$ cat src/rtl/vga_mem_arbiter_if.sv
// Bus bundle between the VGA fetch logic / CPU bus (master side) and the
// video RAM arbiter (slave side), including the arbiter's RAM port.
interface vga_mem_arbiter_if #(
    parameter int ADDR_W = 12,
    parameter int DATA_W = 16
);
    logic              disp_req;
    logic [ADDR_W-1:0] disp_addr;
    logic              disp_valid;
    logic [DATA_W-1:0] disp_data;

    logic              cpu_access;
    logic              cpu_wr_en;
    logic [ADDR_W-1:0] cpu_addr;
    logic [DATA_W-1:0] cpu_wdata;
    logic              cpu_ack;
    logic [DATA_W-1:0] cpu_rdata;

    logic [ADDR_W-1:0] ram_addr;
    logic              ram_wr_en;
    logic [DATA_W-1:0] ram_wdata;
    logic [DATA_W-1:0] ram_rdata;

    modport slave (
        input  disp_req, disp_addr,
        output disp_valid, disp_data,
        input  cpu_access, cpu_wr_en, cpu_addr, cpu_wdata,
        output cpu_ack, cpu_rdata,
        output ram_addr, ram_wr_en, ram_wdata,
        input  ram_rdata
    );

    modport master (
        output disp_req, disp_addr,
        input  disp_valid, disp_data,
        output cpu_access, cpu_wr_en, cpu_addr, cpu_wdata,
        input  cpu_ack, cpu_rdata,
        input  ram_addr, ram_wr_en, ram_wdata,
        output ram_rdata
    );
endinterface

$ cat src/rtl/vga_mem_arbiter.sv
// Single-port video RAM arbiter: display fetches own the port with fixed
// 3-cycle latency, the CPU gets any slot the display leaves free.
module vga_mem_arbiter #(
    parameter int ADDR_W = 12,
    parameter int DATA_W = 16
) (
    input  logic                i_clk,
    input  logic                i_reset_n,
    vga_mem_arbiter_if.slave    bus
);

    typedef enum logic [1:0] {
        ST_IDLE = 2'd0,
        ST_RAM  = 2'd1,
        ST_DATA = 2'd2,
        ST_ACK  = 2'd3
    } cpu_state_t;

    cpu_state_t        r_state;
    logic              r_cpu_wr;
    logic              r_cpu_ack;
    logic [DATA_W-1:0] r_cpu_rdata;
    logic [ADDR_W-1:0] r_ram_addr;
    logic              r_ram_wr_en;
    logic [DATA_W-1:0] r_ram_wdata;

    logic              r_disp_p1;
    logic              r_disp_p2;
    logic              r_disp_valid;
    logic [DATA_W-1:0] r_disp_data;

    // CPU FSM and RAM port issue; a CPU slot is only taken when disp_req is low,
    // so the two address loads below are mutually exclusive.
    always_ff @(posedge i_clk) begin
        if (!i_reset_n) begin
            r_state     <= ST_IDLE;
            r_cpu_wr    <= 1'b0;
            r_cpu_ack   <= 1'b0;
            r_cpu_rdata <= {DATA_W{1'b0}};
            r_ram_addr  <= {ADDR_W{1'b0}};
            r_ram_wr_en <= 1'b0;
            r_ram_wdata <= {DATA_W{1'b0}};
        end else begin
            r_ram_wr_en <= 1'b0;
            if (bus.disp_req) begin
                r_ram_addr <= bus.disp_addr;
            end
            case (r_state)
                ST_IDLE: begin
                    r_cpu_ack <= 1'b0;
                    if (bus.cpu_access && !bus.disp_req) begin
                        r_state     <= ST_RAM;
                        r_cpu_wr    <= bus.cpu_wr_en;
                        r_ram_addr  <= bus.cpu_addr;
                        r_ram_wr_en <= bus.cpu_wr_en;
                        r_ram_wdata <= bus.cpu_wdata;
                    end else begin
                        r_state <= ST_IDLE;
                    end
                end
                ST_RAM: begin
                    r_cpu_ack <= 1'b0;
                    r_state   <= ST_DATA;
                end
                ST_DATA: begin
                    r_cpu_ack   <= 1'b1;
                    r_cpu_rdata <= r_cpu_wr ? {DATA_W{1'b0}} : bus.ram_rdata;
                    r_state     <= ST_ACK;
                end
                ST_ACK: begin
                    r_cpu_ack <= 1'b0;
                    r_state   <= ST_IDLE;
                end
                default: begin
                    r_cpu_ack <= 1'b0;
                    r_state   <= ST_IDLE;
                end
            endcase
        end
    end

    // Display return pipeline: request, RAM address, RAM data, then valid.
    always_ff @(posedge i_clk) begin
        if (!i_reset_n) begin
            r_disp_p1    <= 1'b0;
            r_disp_p2    <= 1'b0;
            r_disp_valid <= 1'b0;
            r_disp_data  <= {DATA_W{1'b0}};
        end else begin
            r_disp_p1    <= bus.disp_req;
            r_disp_p2    <= r_disp_p1;
            r_disp_valid <= r_disp_p2;
            if (r_disp_p2) begin
                r_disp_data <= bus.ram_rdata;
            end
        end
    end

    assign bus.disp_valid = r_disp_valid;
    assign bus.disp_data  = r_disp_data;
    assign bus.cpu_ack    = r_cpu_ack;
    assign bus.cpu_rdata  = r_cpu_rdata;
    assign bus.ram_addr   = r_ram_addr;
    assign bus.ram_wr_en  = r_ram_wr_en;
    assign bus.ram_wdata  = r_ram_wdata;

endmodule

$ cat src/flat_wrapper.sv
// flat-port wrapper written by rule: the top's interface ports become plain ports
module vga_mem_arbiter_flat 
#(
    parameter int ADDR_W = 12,
    parameter int DATA_W = 16
)
  (i_clk, i_reset_n, bus_disp_req, bus_disp_addr, bus_disp_valid, bus_disp_data, bus_cpu_access, bus_cpu_wr_en, bus_cpu_addr, bus_cpu_wdata, bus_cpu_ack, bus_cpu_rdata, bus_ram_addr, bus_ram_wr_en, bus_ram_wdata, bus_ram_rdata);
  vga_mem_arbiter_if #(.ADDR_W(ADDR_W), .DATA_W(DATA_W)) bus_i ();
  input  logic i_clk;
  input  logic i_reset_n;
  input wire logic [$bits(bus_i.disp_req)-1:0] bus_disp_req;
  input wire logic [$bits(bus_i.disp_addr)-1:0] bus_disp_addr;
  output wire logic [$bits(bus_i.disp_valid)-1:0] bus_disp_valid;
  output wire logic [$bits(bus_i.disp_data)-1:0] bus_disp_data;
  input wire logic [$bits(bus_i.cpu_access)-1:0] bus_cpu_access;
  input wire logic [$bits(bus_i.cpu_wr_en)-1:0] bus_cpu_wr_en;
  input wire logic [$bits(bus_i.cpu_addr)-1:0] bus_cpu_addr;
  input wire logic [$bits(bus_i.cpu_wdata)-1:0] bus_cpu_wdata;
  output wire logic [$bits(bus_i.cpu_ack)-1:0] bus_cpu_ack;
  output wire logic [$bits(bus_i.cpu_rdata)-1:0] bus_cpu_rdata;
  output wire logic [$bits(bus_i.ram_addr)-1:0] bus_ram_addr;
  output wire logic [$bits(bus_i.ram_wr_en)-1:0] bus_ram_wr_en;
  output wire logic [$bits(bus_i.ram_wdata)-1:0] bus_ram_wdata;
  input wire logic [$bits(bus_i.ram_rdata)-1:0] bus_ram_rdata;
  assign bus_i.disp_req = bus_disp_req;
  assign bus_i.disp_addr = bus_disp_addr;
  assign bus_disp_valid = bus_i.disp_valid;
  assign bus_disp_data = bus_i.disp_data;
  assign bus_i.cpu_access = bus_cpu_access;
  assign bus_i.cpu_wr_en = bus_cpu_wr_en;
  assign bus_i.cpu_addr = bus_cpu_addr;
  assign bus_i.cpu_wdata = bus_cpu_wdata;
  assign bus_cpu_ack = bus_i.cpu_ack;
  assign bus_cpu_rdata = bus_i.cpu_rdata;
  assign bus_ram_addr = bus_i.ram_addr;
  assign bus_ram_wr_en = bus_i.ram_wr_en;
  assign bus_ram_wdata = bus_i.ram_wdata;
  assign bus_i.ram_rdata = bus_ram_rdata;
  vga_mem_arbiter #(.ADDR_W(ADDR_W), .DATA_W(DATA_W)) u_core (.i_clk(i_clk), .i_reset_n(i_reset_n), .bus(bus_i));
endmodule
$ cat config.mk
export PLATFORM = sky130hd
export DESIGN_NAME = vga_mem_arbiter_flat
export DESIGN_NICKNAME = d
export VERILOG_FILES = /design/src/rtl/vga_mem_arbiter_if.sv /design/src/rtl/vga_mem_arbiter.sv /design/src/flat_wrapper.sv
export SDC_FILE = /design/constraint.sdc
export NUM_CORES = 1
export LEC_CHECK = 0
export BUFFER_PORTS_ARGS = -buffer_cell sky130_fd_sc_hd__buf_2
export CORE_ASPECT_RATIO = 1.25
export CORE_MARGIN = 2
export CORE_UTILIZATION = 45
export DETAILED_ROUTE_END_ITERATION = 6
export PLACE_DENSITY = 0.79
export SETUP_SLACK_MARGIN = 0.02
export SLEW_MARGIN = 30
export SYNTH_ARGS = -nofsm -noshare
export SYNTH_HDL_FRONTEND = slang
export SYNTH_SLANG_ARGS = --single-unit
$ cat constraint.sdc
create_clock -name i_clk -period 1.95 [get_ports i_clk]
set_input_delay 0.195 -clock i_clk [delete_from_list [all_inputs] [get_ports i_clk]]
set_output_delay 0.195 -clock i_clk [all_outputs]
set_load 0.01 [all_outputs]
* After elaboration in Yosys (flattened, before gate mapping)
Index checks and enable logic that the tools add are counted.
** Storage, ports and cells
- Bits in registers :: 68
- Input bits :: 61
- Word-level logic and storage cells :: 27
** Cells by class
- Reductions and logical operators :: 6
- Eq/ne operators :: 3
- Multiplexer cells :: 7
** Operators by type and width (number)
- two-way mux 12 bit :: 3
- two-way mux 16 bit :: 1
- case mux 2 bit (4 select lines) :: 1
- equality test 2 bit (second input constant) :: 2
- AND reduction 3 bit :: 1
- OR reduction 3 bit :: 1
- equality test 2 x 1 -> 1 bit (second input constant) :: 1
- zero test 2 bit :: 1
- case mux 1 bit (2 select lines) :: 1
- AND reduction 2 bit :: 1
- logical AND 1 bit :: 1
- zero test 1 bit :: 1
- two-way mux 1 bit :: 1

* Longest topological paths before layout
Gate-level depths: netlist of the first run.
- Word-level depth :: 4
- Gate-level depth with buffers :: 7
- Gate-level depth less buffers :: 5

* Least setup slack after synthesis of the first run
OpenSTA, ideal clock, no wires.
- Path type :: flip-flop to flip-flop
- From :: register u_core.r_state[0]
- To :: register u_core.r_ram_wdata[10] (netlist: u_core.bus.ram_wdata[10])
- Cell stages (with the launch flop) :: 8
- Slack :: 598 ps
- Data arrival time :: 1235 ps
- Data required time :: 1833 ps
- Setup time :: 117 ps
- Clock period less this slack :: 1352 ps
- Cell sequence :: dfxtp_1 -> inv_1 -> ha_1 -> nand3b_4 -> and2_4 -> buf_6 -> buf_6 -> a22o_1
** On the way
- Longest elaborated chain between the ends :: 2
** RTL lines
- from (decl) :: RTL line vga_mem_arbiter.sv:19 : cpu_state_t r_state;
- from (signal assigned) :: RTL line vga_mem_arbiter.sv:36 : r_state <= ST_IDLE;
- from (signal assigned) :: RTL line vga_mem_arbiter.sv:52 : r_state <= ST_RAM;
- from (signal assigned) :: RTL line vga_mem_arbiter.sv:58 : r_state <= ST_IDLE;
- zero test 2 bit :: RTL line vga_mem_arbiter.sv:48 : case (r_state)
- AND reduction 2 bit (no line)
- to (signal assigned) :: RTL line vga_mem_arbiter.sv:42 : r_ram_wdata <= {DATA_W{1'b0}};
- to (signal assigned) :: RTL line vga_mem_arbiter.sv:56 : r_ram_wdata <= bus.cpu_wdata;
- to (decl) :: RTL line vga_mem_arbiter.sv:25 : logic [DATA_W-1:0] r_ram_wdata;
Every way passes these cells.
A chain may end at the register's enable or synchronous reset.

* Worst setup path after layout of the first run
- From :: register u_core.r_state[0]
- To :: register u_core.r_ram_addr[0] (netlist: u_core.bus.ram_addr[0])
** On the way
- Longest elaborated chain between the ends :: 2
** RTL lines
- zero test 2 bit :: RTL line vga_mem_arbiter.sv:48
- two-way mux 12 bit :: RTL line vga_mem_arbiter.sv:48
- to (signal assigned) :: RTL line vga_mem_arbiter.sv:40 : r_ram_addr <= {ADDR_W{1'b0}};
- to (signal assigned) :: RTL line vga_mem_arbiter.sv:46 : r_ram_addr <= bus.disp_addr;
- to (signal assigned) :: RTL line vga_mem_arbiter.sv:54 : r_ram_addr <= bus.cpu_addr;
- to (decl) :: RTL line vga_mem_arbiter.sv:23 : logic [ADDR_W-1:0] r_ram_addr;
Every way passes these cells.

==> results of run 1 <==
## final timing paths
path                     start                endpoint  slack, ns  cells after the start
max reg2reg  u_core.r_state[0]  u_core.bus.ram_addr[0]       0.31                      6
min            bus_cpu_addr[7]  u_core.bus.ram_addr[7]       0.06                      3
max          u_core.r_state[0]  u_core.bus.ram_addr[0]       0.31                      6
min reg2reg   u_core.r_disp_p1        u_core.r_disp_p2       0.44                      1
## where the power goes
part           internal [mW]  total, mW  switching (mW)  leakage (nW)
Sequential              1.46       1.49          0.0321         0.555
Clock                  0.884       1.41           0.525         0.122
Combinational          0.176      0.357           0.181         0.995
## flip-flops by register name (all words and copies together), names as in the netlist, 2 cells and up
name / cells
u_core.bus.cpu_rdata: 16
u_core.bus.disp_data: 16
u_core.bus.ram_wdata: 16
u_core.bus.ram_addr: 12
u_core.r_state: 2
## cell usage in the layout (no fill, tap or decap), drive strengths merged
| cell type | n |
|---|---|
| buf | 128 |
| a21boi | 1 |
| bufinv | 3 |
| nand2 | 13 |
| and2 | 7 |
| nand2b | 1 |
| a21oi | 15 |
| nand3b | 2 |
| a21o | 2 |
| nor2b | 46 |
| clkinvlp | 1 |
| and4b | 1 |
| a22o | 16 |
| ha | 2 |
| clkinv | 2 |
| o21ai | 12 |
| mux2i | 28 |
| clkbuf | 10 |
| and2b | 1 |
| dfxtp | 68 |
| inv | 3 |
## cell families (layout without fill, tap and decap cells)
group / Yosys count / count (layout) / share of synthesized area [%]
fa+ha+maj: 2 / 2 / 0.997
flops: 68 / 68 / 54.3
simple gates: 71 / 71 / 17.3
mux: 28 / 28 / 11.2
buf+inv: 19 / 147 / 4.39
compound gates: 46 / 46 / 11.9
## layout make-up
cell class                      instances  area, um^2  area share, %
Timing Repair Buffer                  128         653           19.3
Inverter                                3        11.3          0.332
Sequential cell                        68        1360           40.1
Clock inverter                          6         111           3.28
Clock buffer                           10         138           4.06
Multi-Input combinational cell        147        1040           30.6
Tap cell                               64        80.1           2.36
## per-layer routing
| layer | GRT usage (%) | vias up | wire, um |
|---|---|---|---|
| li1 | - | 1031 | - |
| met1 | 22.0 | 924 | 2370 |
| met2 | 30.2 | 76 | 2720 |
| met3 | 5.21 | 11 | 387 |
| met4 | 9.61 | 0 | 142 |
| met5 | 0 | - | 0 |
## metrics by stage
stage,hold slack [ns],total power [mW],setup WS (ns)
6_report,0.0601,3.26,0.310
3_5_place_dp,0.402,1.88,0.321
3_3_place_gp,0.393,1.87,0.434
2_1_floorplan,0.310,1.73,0.598
4_1_cts,0.0452,3.29,0.307
5_1_grt,0.0451,3.39,0.133
## worst max-delay path: cells and delay by family (launching register included)
family	cells	cell delay [ns]
adder cells (fa/ha/maj)	1	0.24
AND/OR/NAND/NOR	2	0.55
buffers and inverters	2	0.38
flip-flops	1	0.30
AO/OA/AOI/OAI	1	0.07
==> results.ini, run 1 <==
[layout]
final_area_mm2=0.00339
final_nets=420
final_cells=426
n_antenna_cell=0
fin_util_pct=62.8
layout-drive-gt1-share_pct=40.3
area_growth_pct=35.2
num-fill-cells=471

[yosys]
synth_most_common_cell=dfxtp_1
yosysTopAreaCellShare_pct=54.3
synth_warnings=0
synth_cell_types=21
synth.area.top_cells=dfxtp_1, nor2b_1, mux2i_1
ys_top_cells_by_count=dfxtp_1, nor2b_1, mux2i_1, a22o_1, a21oi_1
ys_ff_latch=68
seq_area_frac_synth_pct=54.3
ys.flop_type=dfxtp_1
synth_fp_nets=297
ys_async_sr_fraction_pct=0
synth_top_cell_by_area=dfxtp_1
syn-cell-area_mm2=0.00251
syn_area_per_cell_um2=10.7
synth-edff-count=0
synthCells=234

[setup_path]
endpoint_kind=flip-flop
worstSetupStartpointType=flip-flop
cp.required_ns=2.21
arrival_ns=1.90
cp_max_fo=19
crit_chain=inv_1 > ha_1 > and4b_1 > buf_4 > nand2_1 > o21ai_1
worst_path_max_delay_cell=and4b_1
crit_type=reg -> reg
cpPeakStageDelay_ns=0.47

[floorplanning]
core-area_mm2=0.00541
ios=124
initial_core_util_pct=46.4
placementRows=30
dieArea_mm2=0.00619
die_h_um=87.5
die_w_um=70.8

[drt]
drtIter0Drc=81
vias_per_cell=4.79
drt_pass1_iterations=4
route.vias.total=2042
ant_nets=0
drc=0
drt_wl_total_um=5630
detail_route.wl_per_cell_um=13.2

[power_and_ir_drop]
p_leak_nw=1.67
ir_drop_mv=0.521
powerDensity_mw_per_mm2=961

[placement]
routabilityCongestion=0.793
postPlaceCellArea_mm2=0.00314
io_buffer_count=123
dp_hpwl_um=4070
placed_cells=410

[cts]
post_cts_buffers=0
cts.sinks=68
clockRootBuffer=clkbuf_8
h-tree-depth=3
cts-resized-gates=0
clock_path_buffers=2
path_clk_slew_ns=0.07
cts_tree=yes
clock_latency_ns=0.33
cts_buffers=9
hold_buffers=0

[timing]
final-max-slew-violation-count=0
hold_violations=0
finalSetupViolCount=0
period_share_pct=84.1
period_needed_ns=1.64
rsz0062_at_grt=no
tightest_slew_ns=0.552
max_freq_mhz=610
relSlewSlack_pct=63.2
fin_tns_setup_ns=0
finClkSkew_ns=0.00690

[hold_path]
hp-class=in -> reg

[global_route]
grt_pass1_wl_um=8910
grt_pass1_vias=1954
antenna_found_initial=0
globalRouteOverflowTotal=0
track_usage_pct=18.5
grt_max_degree=22

[run_status]
outcome=finished clean

[run]
max-cap-violations=0

Note: power is estimated with default switching activity, not from simulation.
==> run 2: changes to the inputs <==
--- a/config.mk
+++ b/config.mk
@@ -8,9 +8,9 @@
 export BUFFER_PORTS_ARGS = -buffer_cell sky130_fd_sc_hd__buf_2
 export CORE_ASPECT_RATIO = 1.25
 export CORE_MARGIN = 2
-export CORE_UTILIZATION = 45
+export CORE_UTILIZATION = 41
 export DETAILED_ROUTE_END_ITERATION = 6
-export PLACE_DENSITY = 0.79
+export PLACE_DENSITY = 0.76
 export SETUP_SLACK_MARGIN = 0.02
 export SLEW_MARGIN = 30
 export SYNTH_ARGS = -nofsm -noshare
==> constraint.sdc (replaced) <==
create_clock -name i_clk -period 1.45 [get_ports i_clk]
set_input_delay 0.145 -clock i_clk [delete_from_list [all_inputs] [get_ports i_clk]]
set_output_delay 0.145 -clock i_clk [all_outputs]
set_load 0.01 [all_outputs]
==> run 2 against run 1 <==
Against the previous run:
- total power rose by 23%
- combinational power rose by 37%
- fmax rose by 25%
- hold slack lost 0.040 ns
- sequential share of layout area shrank 0.059 points
- utilization down 4.8 points
- sequential power is 35% higher
==> results.ini, run 2 (same netlist as run 1, synthesis figures left out) <==
[placement]
dp_hpwl_um=4320
routabilityCongestion=0.802
io_buffer_count=123

[layout]
layout-drive-gt1-share_pct=40.3
fin_util_pct=58.0
final_nets=422
area_growth_pct=35.4
n_antenna_cell=0
final_common_cell=buf_2
layout_common_cells=buf_2, dfxtp_1, nor2b_1

[setup_path]
worst_path_max_delay_cell=dfxtp_1
endpoint_kind=flip-flop
crit_family=flip-flops
crit_chain=inv_1 > ha_1 > and4b_1 > buf_12 > a22o_1
arrival_ns=1.52
cpPeakStageDelay_ns=0.33
cp.required_ns=1.66
crit_type=reg -> reg
critPathBufInv=2
cp_max_fo=19
worstSetupStartpointType=flip-flop

[drt]
detail_route.wl_per_cell_um=13.0
vias_per_cell=4.67
route.vias.total=2074
drc=0
drt_pass1_iterations=4
drtIter0Drc=82
drt_wl_total_um=5760
ant_nets=0

[global_route]
globalRouteOverflowTotal=0
grt_pass1_vias=1994
grt.busiest_layer=met2
grt_max_degree=24
grt_pass1_wl_um=9230
use_met2_pct=28.6
use_met3_pct=4.22
antenna_found_initial=0
track_usage_pct=17.5
grt_use_met1_pct=20.1

[floorplanning]
die_h_um=91.5
die_w_um=74.0
dieArea_mm2=0.00676
initial_core_util_pct=42.8
ios=124
core-area_mm2=0.00586
placementRows=31

[timing]
finClkSkew_ns=0.00954
period_share_pct=90.5
rsz0062_at_grt=no
fin_tns_setup_ns=0
max_freq_mhz=762
period_needed_ns=1.31
final-max-slew-violation-count=0
hold_violations=0
finalSetupViolCount=0
tightest_slew_ns=0.413
whs_ns=0.0203
relSlewSlack_pct=72.4

[cts]
path_clk_slew_ns=0.07
cts_buffers=9
clock_path_buffers=2
cts_tree=yes
hold_buffers=0
cts-resized-gates=0
h-tree-depth=3
post_cts_buffers=0
cts.sinks=68
clock_latency_ns=0.32
clockRootBuffer=clkbuf_8

[run]
max-cap-violations=0

[run_status]
outcome=finished clean

[power_and_ir_drop]
ir_drop_mv=0.552
p_leak_nw=1.66
powerDensity_mw_per_mm2=1180

[hold_path]
hp-class=in -> reg

## run 2: cell count changes in the layout (fill, tap and decap cells not counted), sizes merged
cell	delta
buf	+2
bufinv	-2
clkbuf	+2
clkinv	-1
clkinvlp	-1
## run 2: area by class of cell
type | count | area, um^2
clock buffers | 12 | 155
clock inverters | 2 | 35.0
fillers | 531 | 2460
inverters | 3 | 11.3
multi-input cells | 147 | 1040
flip-flops and latches | 68 | 1360
well taps | 82 | 103
repair buffers | 130 | 693
## run 2: worst paths after layout
kind	from	endpoint	slack, ns	cells past startpoint
max	u_core.r_state[1]	u_core.bus.ram_wdata[2]	0.14	5
min	bus_cpu_addr[8]	u_core.bus.ram_addr[8]	0.02	3
max reg2reg	u_core.r_state[1]	u_core.bus.ram_wdata[2]	0.14	5
min reg2reg	u_core.r_disp_p1	u_core.r_disp_p2	0.43	1
## run 2: worst min-delay path, stage by stage
cell and delay [ns]:
buf_2 0.07, nand2_1 0.04, o21ai_1 0.06
## run 2: metrics by stage
stage	setup slack (ns)	instance area, um^2	total power, mW	cells
6_report	0.138	3400	4.00	444
5_1_grt	0.0364	3400	4.20	444
4_1_cts	0.0678	3400	4.05	444
3_5_place_dp	0.0785	3210	2.55	430
3_3_place_gp	0.143	3210	2.53	430
2_1_floorplan	0.0980	2510	2.32	234
## run 2: where the power goes
| part | leakage [nW] | internal (mW) | switching (mW) |
|---|---|---|---|
| Combinational | 1.01 | 0.246 | 0.243 |
| Clock | 0.0983 | 0.868 | 0.628 |
| Sequential | 0.555 | 1.97 | 0.0465 |
## run 2: per-layer routing
layer  routed length (um)  up-vias
li1                     -     1037
met1                 2310      946
met2                 2960       76
met3                  327       15
met4                  165        0
met5                    0        -
==> run 3: changes to the inputs <==
--- a/config.mk
+++ b/config.mk
@@ -10,8 +10,9 @@
 export CORE_MARGIN = 2
 export CORE_UTILIZATION = 41
 export DETAILED_ROUTE_END_ITERATION = 6
-export PLACE_DENSITY = 0.76
+export PLACE_DENSITY = 0.73
 export SETUP_SLACK_MARGIN = 0.02
+export SKIP_CTS_REPAIR_TIMING = 1
 export SLEW_MARGIN = 30
 export SYNTH_ARGS = -nofsm -noshare
 export SYNTH_HDL_FRONTEND = slang
==> run 3 against run 2 <==
Against the previous run:
- wire length is 3.8% lower
- critical path depth unchanged
- final cell count is 1.1% higher
- die area did not move
- utilization about the same
- setup slack gained 0.028 ns
- non-clock buffer count up 3
- largest cell class unchanged
- hold slack worse by 0.0073 ns
- final area hardly changed
- critical path type unchanged
==> results.ini, run 3 (same netlist as run 1, synthesis figures left out) <==
[layout]
layout_common_cells=buf_2, dfxtp_1, nor2b_1
final_nets=425
final_common_cell=buf_2
fin_util_pct=58.0
n_antenna_cell=0
layout-drive-gt1-share_pct=42.2
area_growth_pct=35.5
final_area_mm2=0.00340

[placement]
io_buffer_count=123
dp_hpwl_um=4100
place_ws_ns=0.113
routabilityCongestion=0.744
postPlaceCellArea_mm2=0.00320

[hold_path]
hp-class=in -> reg
min_from=bus_cpu_addr[8]

[global_route]
track_usage_pct=17.3
grt_pass1_vias=2015
antenna_found_initial=0
grt_max_degree=37
grt_pass1_wl_um=9050
globalRouteOverflowTotal=0

[timing]
worst_slack_ns=0.167
relSlewSlack_pct=74.3
final-max-slew-violation-count=0
period_needed_ns=1.28
hold_violations=0
period_share_pct=88.5
tightest_slew_ns=0.385
finalSetupViolCount=0
finClkSkew_ns=0.00725
fin_tns_setup_ns=0
max_freq_mhz=779
rsz0062_at_grt=no

[setup_path]
crit_chain=inv_1 > ha_2 > and4b_2 > buf_4 > a22o_1
cpPeakStageDelay_ns=0.33
worstSetupStartpointType=flip-flop
endpoint_kind=flip-flop
cp.required_ns=1.67
worst_path_max_delay_cell=dfxtp_1
crit_type=reg -> reg
r2r_start=u_core.r_state[1]
cp_max_fo=11
cp-startpoint=u_core.r_state[1]
arrival_ns=1.50

[cts]
clockRootBuffer=clkbuf_8
clock_latency_ns=0.33
path_clk_slew_ns=0.07
cts_tree=yes
h-tree-depth=3
clock_path_buffers=2
cts.sinks=68
cts_buffers=9

[drt]
ant_nets=0
detail_route.wl_per_cell_um=12.3
drt_wl_total_um=5540
drc=0
top_layer_used=met4
route.vias.total=2066
wl_met3_um=392
drtIter0Drc=87
vias_per_cell=4.60
drt_pass1_iterations=4
wl_met2_um=2760
drt-met1-wl_um=2290

[floorplanning]
initial_core_util_pct=42.8
placementRows=31
core-area_mm2=0.00586
dieArea_mm2=0.00676
die_w_um=74.0
ios=124
die_h_um=91.5

[power_and_ir_drop]
powerDensity_mw_per_mm2=1160
p_leak_nw=1.67
ir_drop_mv=0.503

[run_status]
outcome=finished clean

[run]
max-cap-violations=0

run 3: cell types whose count changed in the layout (fill, tap and decap cells not counted), sizes merged:
cell	previous run	this run
buf	130	133
clkinv	1	3
bufinv	1	0
clkinvlp	0	1
run 3: worst max-delay path: cells and delay by family, from the launching register on:
kind / cells / cell delay [ns]
AO/OA/AOI/OAI: 1 / 0.18
adder cells (fa/ha/maj): 1 / 0.20
buffers and inverters: 2 / 0.22
flip-flops: 1 / 0.33
AND/OR/NAND/NOR: 1 / 0.25
run 3: metal layers:
metal,global-route usage (%),vias to the layer above
met5,0,-
met4,7.27,0
met3,6.33,11
met1,20.2,933
li1,-,1047
met2,28.1,75
run 3: worst paths after layout:
path,slack [ns],to,depth (start not counted)
worst max-delay path,0.17,u_core.bus.ram_wdata[9],5
worst min-delay path,0.01,u_core.bus.ram_addr[8],3
worst max register to register,0.17,u_core.bus.ram_wdata[9],5
worst min register to register,0.44,u_core.r_disp_p2,1
run 3: cell type report:
class | instances | area, um^2
Clock inverter | 4 | 22.5
Inverter | 3 | 11.3
Fill cell | 532 | 2460
Multi-Input combinational cell | 147 | 1040
Timing Repair Buffer | 133 | 691
Sequential cell | 68 | 1360
Clock buffer | 12 | 165
Tap cell | 82 | 103
run 3: metrics by stage:
step / hold slack [ns] / total power [mW] / cells
finish: 0.0130 / 3.93 / 449
detailed placement: 0.353 / 2.54 / 433
global route: 0.00484 / 4.15 / 449
global placement: 0.345 / 2.53 / 433
CTS: -0.00208 / 3.98 / 449
floorplan: 0.260 / 2.32 / 234
run 3: power breakdown:
group	switching (mW)	internal, mW	total, mW
sequential	0.0481	1.96	2.01
combinational	0.238	0.246	0.484
clock	0.681	0.752	1.43
total	0.968	2.96	3.93
